### config.mk
export PLATFORM = sky130hd
export DESIGN_NAME = core_step_sequencer_flat
export DESIGN_NICKNAME = d
export VERILOG_FILES = /design/src/rtl/core_step_sequencer_pkg.sv /design/src/rtl/core_step_sequencer_if.sv /design/src/rtl/core_step_sequencer_counters.sv /design/src/rtl/core_step_sequencer.sv /design/src/flat_wrapper.sv
export SDC_FILE = /design/constraint.sdc
export NUM_CORES = 1
export LEC_CHECK = 0
export CAP_MARGIN = 20
export CORE_MARGIN = 10
export CORE_UTILIZATION = 44
export CTS_BUF_LIST = sky130_fd_sc_hd__clkbuf_4 sky130_fd_sc_hd__clkbuf_8 sky130_fd_sc_hd__clkbuf_16
export CTS_CLUSTER_SIZE = 14
export DETAILED_ROUTE_END_ITERATION = 10
export GPL_TIMING_DRIVEN = 0
export PLACE_DENSITY = 0.77
export SYNTH_ARGS = -nofsm -noshare
export SYNTH_HDL_FRONTEND = slang
export SYNTH_HIERARCHICAL = 1
export SYNTH_SLANG_ARGS = --single-unit
### constraint.sdc
create_clock -name clock -period 2.6 [get_ports clock]
set_input_delay 0.52 -clock clock [delete_from_list [all_inputs] [get_ports clock]]
set_output_delay 0.52 -clock clock [all_outputs]
set_load 0.005 [all_outputs]
### src/rtl/core_step_sequencer_pkg.sv
// core_step_sequencer_pkg: shared sequencer state encodings, XLEN and RISC-V opcode constants
package core_step_sequencer_pkg;
    localparam int XLEN = 64;

    typedef enum logic [2:0] {
        S_IDLE      = 3'd0,
        S_FETCH     = 3'd1,
        S_DECODE    = 3'd2,
        S_EXECUTE   = 3'd3,
        S_WAIT_ALU  = 3'd4,
        S_WRITEBACK = 3'd5,
        S_HALTED    = 3'd6,
        S_FAULT     = 3'd7
    } seq_state_t;

    localparam logic [6:0] OP_LUI    = 7'b0110111;
    localparam logic [6:0] OP_AUIPC  = 7'b0010111;
    localparam logic [6:0] OP_JAL    = 7'b1101111;
    localparam logic [6:0] OP_JALR   = 7'b1100111;
    localparam logic [6:0] OP_BRANCH = 7'b1100011;
    localparam logic [6:0] OP_LOAD   = 7'b0000011;
    localparam logic [6:0] OP_STORE  = 7'b0100011;
    localparam logic [6:0] OP_IMM    = 7'b0010011;
    localparam logic [6:0] OP_IMM32  = 7'b0011011;
    localparam logic [6:0] OP_REG    = 7'b0110011;
    localparam logic [6:0] OP_REG32  = 7'b0111011;
    localparam logic [6:0] FUNCT7_MULDIV = 7'b0000001;

    // M-extension ops are the only ones routed to the multi-cycle ALU
    function automatic logic is_muldiv(input logic [31:0] instr);
        return (instr[6:0] == OP_REG || instr[6:0] == OP_REG32) && instr[31:25] == FUNCT7_MULDIV;
    endfunction
endpackage

### src/rtl/core_step_sequencer_if.sv
// core_step_sequencer_if: sequencer handshake bundle (imem, ALU, CONTROL/DATAPATH, debug, counters)
interface core_step_sequencer_if #(parameter int CNT_W = 64);
    logic             run;
    logic             halt_req;
    logic             imem_req;
    logic             imem_ready;
    logic [31:0]      instr_in;
    logic [31:0]      ir_out;
    logic             ir_load;
    logic             multicycle;
    logic             alu_start;
    logic             alu_done;
    logic             regwrite_in;
    logic             regwrite_out;
    logic             pc_en;
    logic [2:0]       state;
    logic             halted;
    logic             fault;
    logic [CNT_W-1:0] cycle_count;
    logic [CNT_W-1:0] instret;

    modport slave (
        input  run, halt_req, imem_ready, instr_in, multicycle, alu_done, regwrite_in,
        output imem_req, ir_out, ir_load, alu_start, regwrite_out, pc_en, state, halted, fault,
               cycle_count, instret
    );

    modport master (
        output run, halt_req, imem_ready, instr_in, multicycle, alu_done, regwrite_in,
        input  imem_req, ir_out, ir_load, alu_start, regwrite_out, pc_en, state, halted, fault,
               cycle_count, instret
    );
endinterface

### src/rtl/core_step_sequencer_counters.sv
// seq_counters: free-wrapping active-cycle and retired-instruction counters (ports: clock, reset, active, retire -> cycle_count, instret)
module seq_counters #(
    parameter int CNT_W = 64
) (
    input  logic             clock,
    input  logic             reset,
    input  logic             active,
    input  logic             retire,
    output logic [CNT_W-1:0] cycle_count,
    output logic [CNT_W-1:0] instret
);
    always_ff @(posedge clock) begin
        if (reset) begin
            cycle_count <= '0;
            instret     <= '0;
        end else begin
            if (active) cycle_count <= cycle_count + CNT_W'(1);
            if (retire) instret     <= instret + CNT_W'(1);
        end
    end
endmodule

### src/rtl/core_step_sequencer.sv
// core_step_sequencer: multi-cycle FETCH/DECODE/EXECUTE/WRITEBACK sequencer (ports: clock, reset, bus = handshake/IR/gating/debug/counters)
module core_step_sequencer
    import core_step_sequencer_pkg::*;
#(
    parameter int CNT_W          = 64,
    parameter int TIMEOUT_CYCLES = 16,
    parameter int TMR_W          = 5
) (
    input  logic                   clock,
    input  logic                   reset,
    core_step_sequencer_if.slave   bus
);
    seq_state_t st;
    logic [31:0] ir;
    logic [TMR_W-1:0] timer;
    logic halt_pending;
    logic stop;
    logic live;

    assign stop = halt_pending | bus.halt_req;
    // Outputs are suppressed while reset is held so an aborted instruction never writes or advances PC
    assign live = ~reset;

    always_ff @(posedge clock) begin
        if (reset) begin
            st           <= S_IDLE;
            ir           <= '0;
            timer        <= '0;
            halt_pending <= 1'b0;
        end else begin
            if (bus.halt_req && st != S_HALTED && st != S_FAULT) halt_pending <= 1'b1;
            case (st)
                S_IDLE:      st <= stop ? S_HALTED : bus.run ? S_FETCH : S_IDLE;
                S_FETCH: begin
                    if (bus.imem_ready) begin
                        ir    <= bus.instr_in;
                        timer <= '0;
                        st    <= S_DECODE;
                    end else begin
                        timer <= timer + TMR_W'(1);
                        if (timer == TMR_W'(TIMEOUT_CYCLES - 1)) st <= S_FAULT;
                    end
                end
                S_DECODE:    st <= S_EXECUTE;
                S_EXECUTE:   st <= bus.multicycle ? S_WAIT_ALU : S_WRITEBACK;
                S_WAIT_ALU:  st <= bus.alu_done ? S_WRITEBACK : S_WAIT_ALU;
                S_WRITEBACK: st <= stop ? S_HALTED : bus.run ? S_FETCH : S_IDLE;
                default:     st <= st;
            endcase
        end
    end

    assign bus.imem_req     = live & (st == S_FETCH);
    assign bus.ir_load      = live & (st == S_FETCH) & bus.imem_ready;
    assign bus.alu_start    = live & (st == S_EXECUTE) & bus.multicycle;
    assign bus.regwrite_out = live & (st == S_WRITEBACK) & bus.regwrite_in;
    assign bus.pc_en        = live & (st == S_WRITEBACK);
    assign bus.halted       = live & (st == S_HALTED);
    assign bus.fault        = live & (st == S_FAULT);
    assign bus.state        = st;
    assign bus.ir_out       = ir;

    seq_counters #(.CNT_W(CNT_W)) u_counters (
        .clock       (clock),
        .reset       (reset),
        .active      (st inside {S_FETCH, S_DECODE, S_EXECUTE, S_WAIT_ALU, S_WRITEBACK}),
        .retire      (st == S_WRITEBACK),
        .cycle_count (bus.cycle_count),
        .instret     (bus.instret)
    );
endmodule

### src/flat_wrapper.sv
// flat-port wrapper written by rule: the top's interface ports become plain ports
module core_step_sequencer_flat import core_step_sequencer_pkg::*;
#(
    parameter int CNT_W          = 64,
    parameter int TIMEOUT_CYCLES = 16,
    parameter int TMR_W          = 5
)
  (clock, reset, bus_run, bus_halt_req, bus_imem_ready, bus_instr_in, bus_multicycle, bus_alu_done, bus_regwrite_in, bus_imem_req, bus_ir_out, bus_ir_load, bus_alu_start, bus_regwrite_out, bus_pc_en, bus_state, bus_halted, bus_fault, bus_cycle_count, bus_instret);
  core_step_sequencer_if #(.CNT_W(CNT_W)) bus_i ();
  input  logic clock;
  input  logic reset;
  input wire logic [$bits(bus_i.run)-1:0] bus_run;
  input wire logic [$bits(bus_i.halt_req)-1:0] bus_halt_req;
  input wire logic [$bits(bus_i.imem_ready)-1:0] bus_imem_ready;
  input wire logic [$bits(bus_i.instr_in)-1:0] bus_instr_in;
  input wire logic [$bits(bus_i.multicycle)-1:0] bus_multicycle;
  input wire logic [$bits(bus_i.alu_done)-1:0] bus_alu_done;
  input wire logic [$bits(bus_i.regwrite_in)-1:0] bus_regwrite_in;
  output wire logic [$bits(bus_i.imem_req)-1:0] bus_imem_req;
  output wire logic [$bits(bus_i.ir_out)-1:0] bus_ir_out;
  output wire logic [$bits(bus_i.ir_load)-1:0] bus_ir_load;
  output wire logic [$bits(bus_i.alu_start)-1:0] bus_alu_start;
  output wire logic [$bits(bus_i.regwrite_out)-1:0] bus_regwrite_out;
  output wire logic [$bits(bus_i.pc_en)-1:0] bus_pc_en;
  output wire logic [$bits(bus_i.state)-1:0] bus_state;
  output wire logic [$bits(bus_i.halted)-1:0] bus_halted;
  output wire logic [$bits(bus_i.fault)-1:0] bus_fault;
  output wire logic [$bits(bus_i.cycle_count)-1:0] bus_cycle_count;
  output wire logic [$bits(bus_i.instret)-1:0] bus_instret;
  assign bus_i.run = bus_run;
  assign bus_i.halt_req = bus_halt_req;
  assign bus_i.imem_ready = bus_imem_ready;
  assign bus_i.instr_in = bus_instr_in;
  assign bus_i.multicycle = bus_multicycle;
  assign bus_i.alu_done = bus_alu_done;
  assign bus_i.regwrite_in = bus_regwrite_in;
  assign bus_imem_req = bus_i.imem_req;
  assign bus_ir_out = bus_i.ir_out;
  assign bus_ir_load = bus_i.ir_load;
  assign bus_alu_start = bus_i.alu_start;
  assign bus_regwrite_out = bus_i.regwrite_out;
  assign bus_pc_en = bus_i.pc_en;
  assign bus_state = bus_i.state;
  assign bus_halted = bus_i.halted;
  assign bus_fault = bus_i.fault;
  assign bus_cycle_count = bus_i.cycle_count;
  assign bus_instret = bus_i.instret;
  core_step_sequencer #(.CNT_W(CNT_W), .TIMEOUT_CYCLES(TIMEOUT_CYCLES), .TMR_W(TMR_W)) u_core (.clock(clock), .reset(reset), .bus(bus_i));
endmodule
Word-level counts from Yosys, hierarchy flattened
Index checks and enable logic that the tools add are counted.
{"block": "op_classes", "n_reduce_logical": 8, "eq_ne": 11, "n_addsub": 3, "bitwise": 10, "mux": 8}
{"op": "64-bit by 1-bit adder with 64-bit output (second input constant)", "count": 2}
{"op": "3-bit one-hot mux with 5 select lines", "count": 1}
{"op": "3-bit equality test (second input constant)", "count": 4}
{"op": "5-bit nonzero test", "count": 2}
{"op": "3-bit 2-to-1 mux", "count": 3}
{"op": "1-bit bitwise AND", "count": 8}
{"op": "3-bit by 2-bit equality test with 1-bit output (second input constant)", "count": 2}
{"op": "3-bit != test (second input constant)", "count": 2}
{"op": "5-bit by 1-bit adder with 5-bit output (second input constant)", "count": 1}
{"op": "5-bit by 4-bit equality test with 1-bit output (second input constant)", "count": 1}
{"op": "5-bit 2-to-1 mux", "count": 1}
{"op": "2-bit AND reduction", "count": 2}
{"op": "3-bit by 1-bit equality test with 1-bit output (second input constant)", "count": 1}
{"op": "3-bit zero test", "count": 1}
{"op": "1-bit 2-to-1 mux", "count": 3}
{"op": "3-bit by 2-bit != test with 1-bit output (second input constant)", "count": 1}
{"op": "1-bit logical AND", "count": 2}
{"op": "2-bit OR reduction", "count": 1}
{"op": "1-bit NOT", "count": 1}
{"op": "1-bit OR", "count": 1}
{"block": "word_totals", "regBits": 169, "in_bits": 40, "wordCells": 46}

Depth between registers and ports, before layout
{"block": "logic_depth", "word_depth": 4, "ltp_mapped": 11, "ltp_nobuf": 7}

By module
Netlist, hierarchy kept.
{"module": "seq_counters", "cells_per_inst": 757, "n_inst": 1, "area_per_inst_um2": 6203.4, "seq_area_each_um2": 2562.5}
{"module": "core_step_sequencer", "cells_per_inst": 144, "n_inst": 1, "area_per_inst_um2": 1577.8, "seq_area_each_um2": 820.8}

Least setup slack after synthesis
No wires, ideal clock.
{"block": "synth_timing", "kind": "flip-flop to flip-flop", "start": "register u_core.st[1] (netlist: u_core/bus.state[1])", "end": "register u_core.u_counters.cycle_count[55]", "arrival_time_ns": 2.448, "synth_period_minus_slack_ns": 2.519, "required_ns": 2.529, "stages_incl_launch_ff": 9, "path_slack_ns": 0.081, "path_cell_list": "dfxtp_1 buf_2 nor3_1 a21oi_1 nand3_1 nor4_1 nand4_1 or3_1 a21oi_1"}
{"block": "synth_via", "elab_chain_len": 2}
{"element": "from (decl)", "line": "core_step_sequencer.sv:13", "rtl": "seq_state_t st;"}
{"element": "from (signal assigned)", "line": "core_step_sequencer.sv:33", "rtl": "S_IDLE: st <= stop ? S_HALTED : bus.run ? S_FETCH : S_IDLE;"}
{"element": "from (signal assigned)", "line": "core_step_sequencer.sv:45", "rtl": "S_EXECUTE: st <= bus.multicycle ? S_WAIT_ALU : S_WRITEBACK;"}
{"element": "from (signal assigned)", "line": "core_step_sequencer.sv:46", "rtl": "S_WAIT_ALU: st <= bus.alu_done ? S_WRITEBACK : S_WAIT_ALU;"}
{"element": "3-bit by 1-bit equality test with 1-bit output, or another cell as far along", "line": "core_step_sequencer.sv:66", "rtl": ".active (st inside {S_FETCH, S_DECODE, S_EXECUTE, S_WAIT_ALU, S_WRITEBACK}),"}
{"element": "5-bit nonzero test (*)", "line": "core_step_sequencer.sv:66"}
{"element": "to (signal assigned)", "line": "core_step_sequencer_counters.sv:17", "rtl": "if (active) cycle_count <= cycle_count + CNT_W'(1);"}
{"element": "to (decl)", "line": "core_step_sequencer_counters.sv:9", "rtl": "output logic [CNT_W-1:0] cycle_count,"}
Every way passes the cells marked *; elsewhere a longest branch is shown, timed or not.
A chain may end at the register's enable or synchronous reset.

Final worst setup path
{"block": "layout_timing", "start": "register u_core.st[2] (netlist: u_core/bus.state[2])", "end": "register u_core.u_counters.cycle_count[59]"}
The elaborated chain is that of the path after synthesis.

==> results.txt <==
critical path class - reg -> reg
Max Cap Viol - 0
Post-Synth Simple-Gate Area - 31.07%
CP Capture Type - flop
Mapped Cells - 901
compound-cell area share of the yosys netlist - 12.86%
Final Setup Violations - 0
Hold Fails Final Rpt - 0
DRT iter0 DRCs - 609
CTS Hold Bufs - 0
Buffers on Ports - 209
clk slew on worst S/H paths - 0.07 ns
Flop pwr share - 43.5%
Yosys reg bits - 169
TritonCTS Buffers - 17
GPL Wtd Cong - 0.8582
initial antenna violation count - 0
most numerous cell on the critical path - buf_4
Clock Tree Buf Depth - 2
share of layout cells above drive strength 1 - 10.14%
number of synthesized flops with an enable pin - 0
number of global-route vias before repair - 7515
Detailed Routing Iterations Pass 1 - 5
DR WL/cell - 17.90 microns
clock share of power - 40.7%
Crit-path slowest cell - or4_1
sequential fraction of the synthesis area - 43.48%
Ant. Diodes - 0
setup_tns - 0 ns
root buffer cell - clkbuf_16
crit path DAT - 2.89 ns
# DRC - 0
core area - 17300 sq um
CTS tree - built
H-tree levels - 4
reg2reg start - u_core/bus.state[2]
Mean Syn Cell Area - 8.636 sq um
VDD IR max - 0.4690 mV
Yosys cell types - 61
Final min period - 2.539 ns
gr usage total - 19.81%
min-delay src - u_core/bus.ir_out[24]
largest net degree at the start of global routing - 17
Main synth FF type - dfxtp_1
Max Slew Vio Count - 0
Mapped Area - 7781 sq um
mux share of post-synthesis cell area - 0.2573%
crit-path max FO - 10
fin area - 11160 sq um
Post-Synth Adder-Cell Area - 0.6432%
Psw - 1722 uW
hold depth - 1
P_int - 4786 uW
Tightest Hold Check Type - reg -> reg
total gr overflow - 0
Combinational Power Share - 15.8%
Lkg Pwr - 0.003632 uW
die area - 23400 sq um
max incr delay on CP - 0.59 ns
Inst Count DP - 1335
Yosys warnings - 6
startpoint class of the critical path - flop
flop2flop setup slack - 0.06 ns
Starting Density - 44.99%
global-route wire length before repair - 39140 microns
syn nets - 945
FP Rows - 48
Post-DP HPWL - 17740 microns
post-route clock period utilization - 97.65%
DP Area - 10150 sq um
Layout area overhead - 43.42%
Max Fclk - 0.3939 GHz
worst skew pair latency - 0.43 ns
CP required - 2.95 ns
Die H - 153.0 microns
final cell count without fillers - 1389
nets - 1195
Clock Sinks - 169
CP Cell Sequence - buf_6 > buf_4 > nor3_1 > a21oi_2 > buf_4 > buf_4 > nand4_1 > nor4_1 > nand4_1 > or4_1 > a21oi_1
Vias/cell - 5.743
Hold EP - u_core/bus.ir_out[24]
status - finished, final reports clean
Final ANT Viol Nets - 0
final core utilization - 64.52%
Worst slew margin - 55.70%
routed wire length - 24870 microns
Slew @ Worst Pin - 0.6645 ns
Power Density - 583.2 nW/um^2
DIE WIDTH - 153.0 microns
Async SR Flop Fraction - 0%
Setup Skew - 0.01052 ns
Synth Area in XOR/XNOR - 8.217%
R2R depth - 11
I/O pin count - 210
Final Power - 6509 uW
DR vias - 7977
largest family of logic cells by synthesized area - simple AND/OR/NAND/NOR gates
sw frac - 26.46%
worst reg2reg endpoint - u_core/u_counters/cycle_count[59]
[final cells by class]
cell class / count / area [sq um]
Fill cell: 1444 / 6137
Multi-Input combinational cell: 677 / 4308
Sequential cell: 169 / 3396
Timing Repair Buffer: 234 / 2277
Clock buffer: 17 / 425.4
Tap cell: 225 / 281.5
Buffer: 38 / 229.0
Clock inverter: 15 / 190.2
Inverter: 14 / 52.55
[power by group through the flow]
| stage | registers [uW] | logic, uW | clock network [uW] |
|---|---|---|---|
| 3_3_place_gp | 2860 | 942 | 0 |
| 2_1_floorplan | 2850 | 521 | 0 |
| 6_report | 2830 | 1030 | 2650 |
| 4_1_cts | 2820 | 1020 | 2700 |
| 5_1_grt | 2840 | 1120 | 2800 |
| 3_5_place_dp | 2860 | 952 | 0 |
[flip-flops by register name, indices dropped and copies added (netlist names)]
register / count
u_core/u_counters/cycle_count: 64
u_core/u_counters/instret: 64
u_core/bus.ir_out: 32
u_core/timer: 5
u_core/bus.state: 3
u_core/halt_pending: 1
[metal layers]
layer  part of all wire [%]  global-route usage, %
met2                     48                  33.46
met4                    2.1                  5.722
met5                      0                      0
met1                     42                  23.83
met3                    7.9                  5.836
[how the worst max path moves through the flow]
stage | cells past startpoint | slack [ns] | startpoint | to
after global placement | 8 | -0.81 | u_core/bus.state[1] | u_core/u_counters/cycle_count[63]
after global routing | 9 | -0.07 | u_core/u_counters/cycle_count[0] | u_core/u_counters/cycle_count[60]
after detailed placement | 8 | -0.84 | u_core/bus.state[1] | u_core/u_counters/cycle_count[55]
after floorplan | 8 | 0.08 | u_core/bus.state[1] | u_core/u_counters/cycle_count[55]
final | 11 | 0.06 | u_core/bus.state[2] | u_core/u_counters/cycle_count[59]
after CTS | 10 | -0.002 | u_core/bus.state[1] | u_core/u_counters/cycle_count[23]
[cell usage in the layout (no fill, tap or decap), drive strengths merged, types with 8 or more instances in the layout]
cell type      count
clkdlybuf4s50    207
dfxtp            169
nor2             101
nand4             59
a21oi             59
nand2             54
nand3             53
or3               41
buf               40
o21ai             39
clkbuf            39
xor2              37
xnor2             36
a22o              32
nor4              32
nor3              23
or4               20
inv               19
o31ai             16
and3              14
and4              13
and2               8
[worst max-delay path, delay by kind of cell (launching register included)]
kind / cells / cell delay, ns
buf+inv: 4 / 0.57
compound gates: 2 / 0.28
flops: 1 / 0.34
simple gates: 5 / 1.27
[cell families after synthesis]
group                      after synthesis
AOI/OAI and AO/OA                      158
xor gates and xnor gates                73
adders and majority gates                4
buffers and inverters                   55
DFF                                    169
muxes                                    2
and+or+nand+nor                        440
[what timing repair did]
item	CTS	global route
resized for setup	26	31
endpoints found under the setup margin	87	70
pin swaps	4	11
hold endpoints to repair	0	0
buffers inserted	12	12
cloned	0	1
[Yosys cell counts, drive strengths merged, types with 3 or more instances]
master | count | share of area (%)
nor4 | 32 | 2.7
nor2 | 101 | 4.9
a211oi | 3 | 0.29
and2 | 8 | 0.64
buf | 14 | 1.4
nor3 | 23 | 1.5
or4 | 20 | 2.0
or3 | 41 | 3.3
a22o | 32 | 3.6
nand3 | 53 | 3.6
xnor2 | 36 | 4.1
dfxtp | 169 | 43
nand4 | 59 | 4.9
and4 | 13 | 1.5
and3 | 14 | 1.2
nand2 | 54 | 2.6
or2 | 3 | 0.24
a21oi | 59 | 3.8
ha | 4 | 0.64
o21ai | 39 | 2.5
nor2b | 4 | 0.32
o31ai | 16 | 1.5
clkbuf | 26 | 1.3
inv | 14 | 0.68
nor3b | 3 | 0.35
xor2 | 37 | 4.2
[stage by stage]
step	setup WS, ns	hold slack [ns]
finish	0.06118	0.4751
global route	-0.06628	0.4867
CTS	-0.001842	0.4771
detailed placement	-0.8383	0.4549
global placement	-0.8084	0.4559
floorplan	0.08101	0.4536
Note: power is estimated with default switching activity, not from simulation.
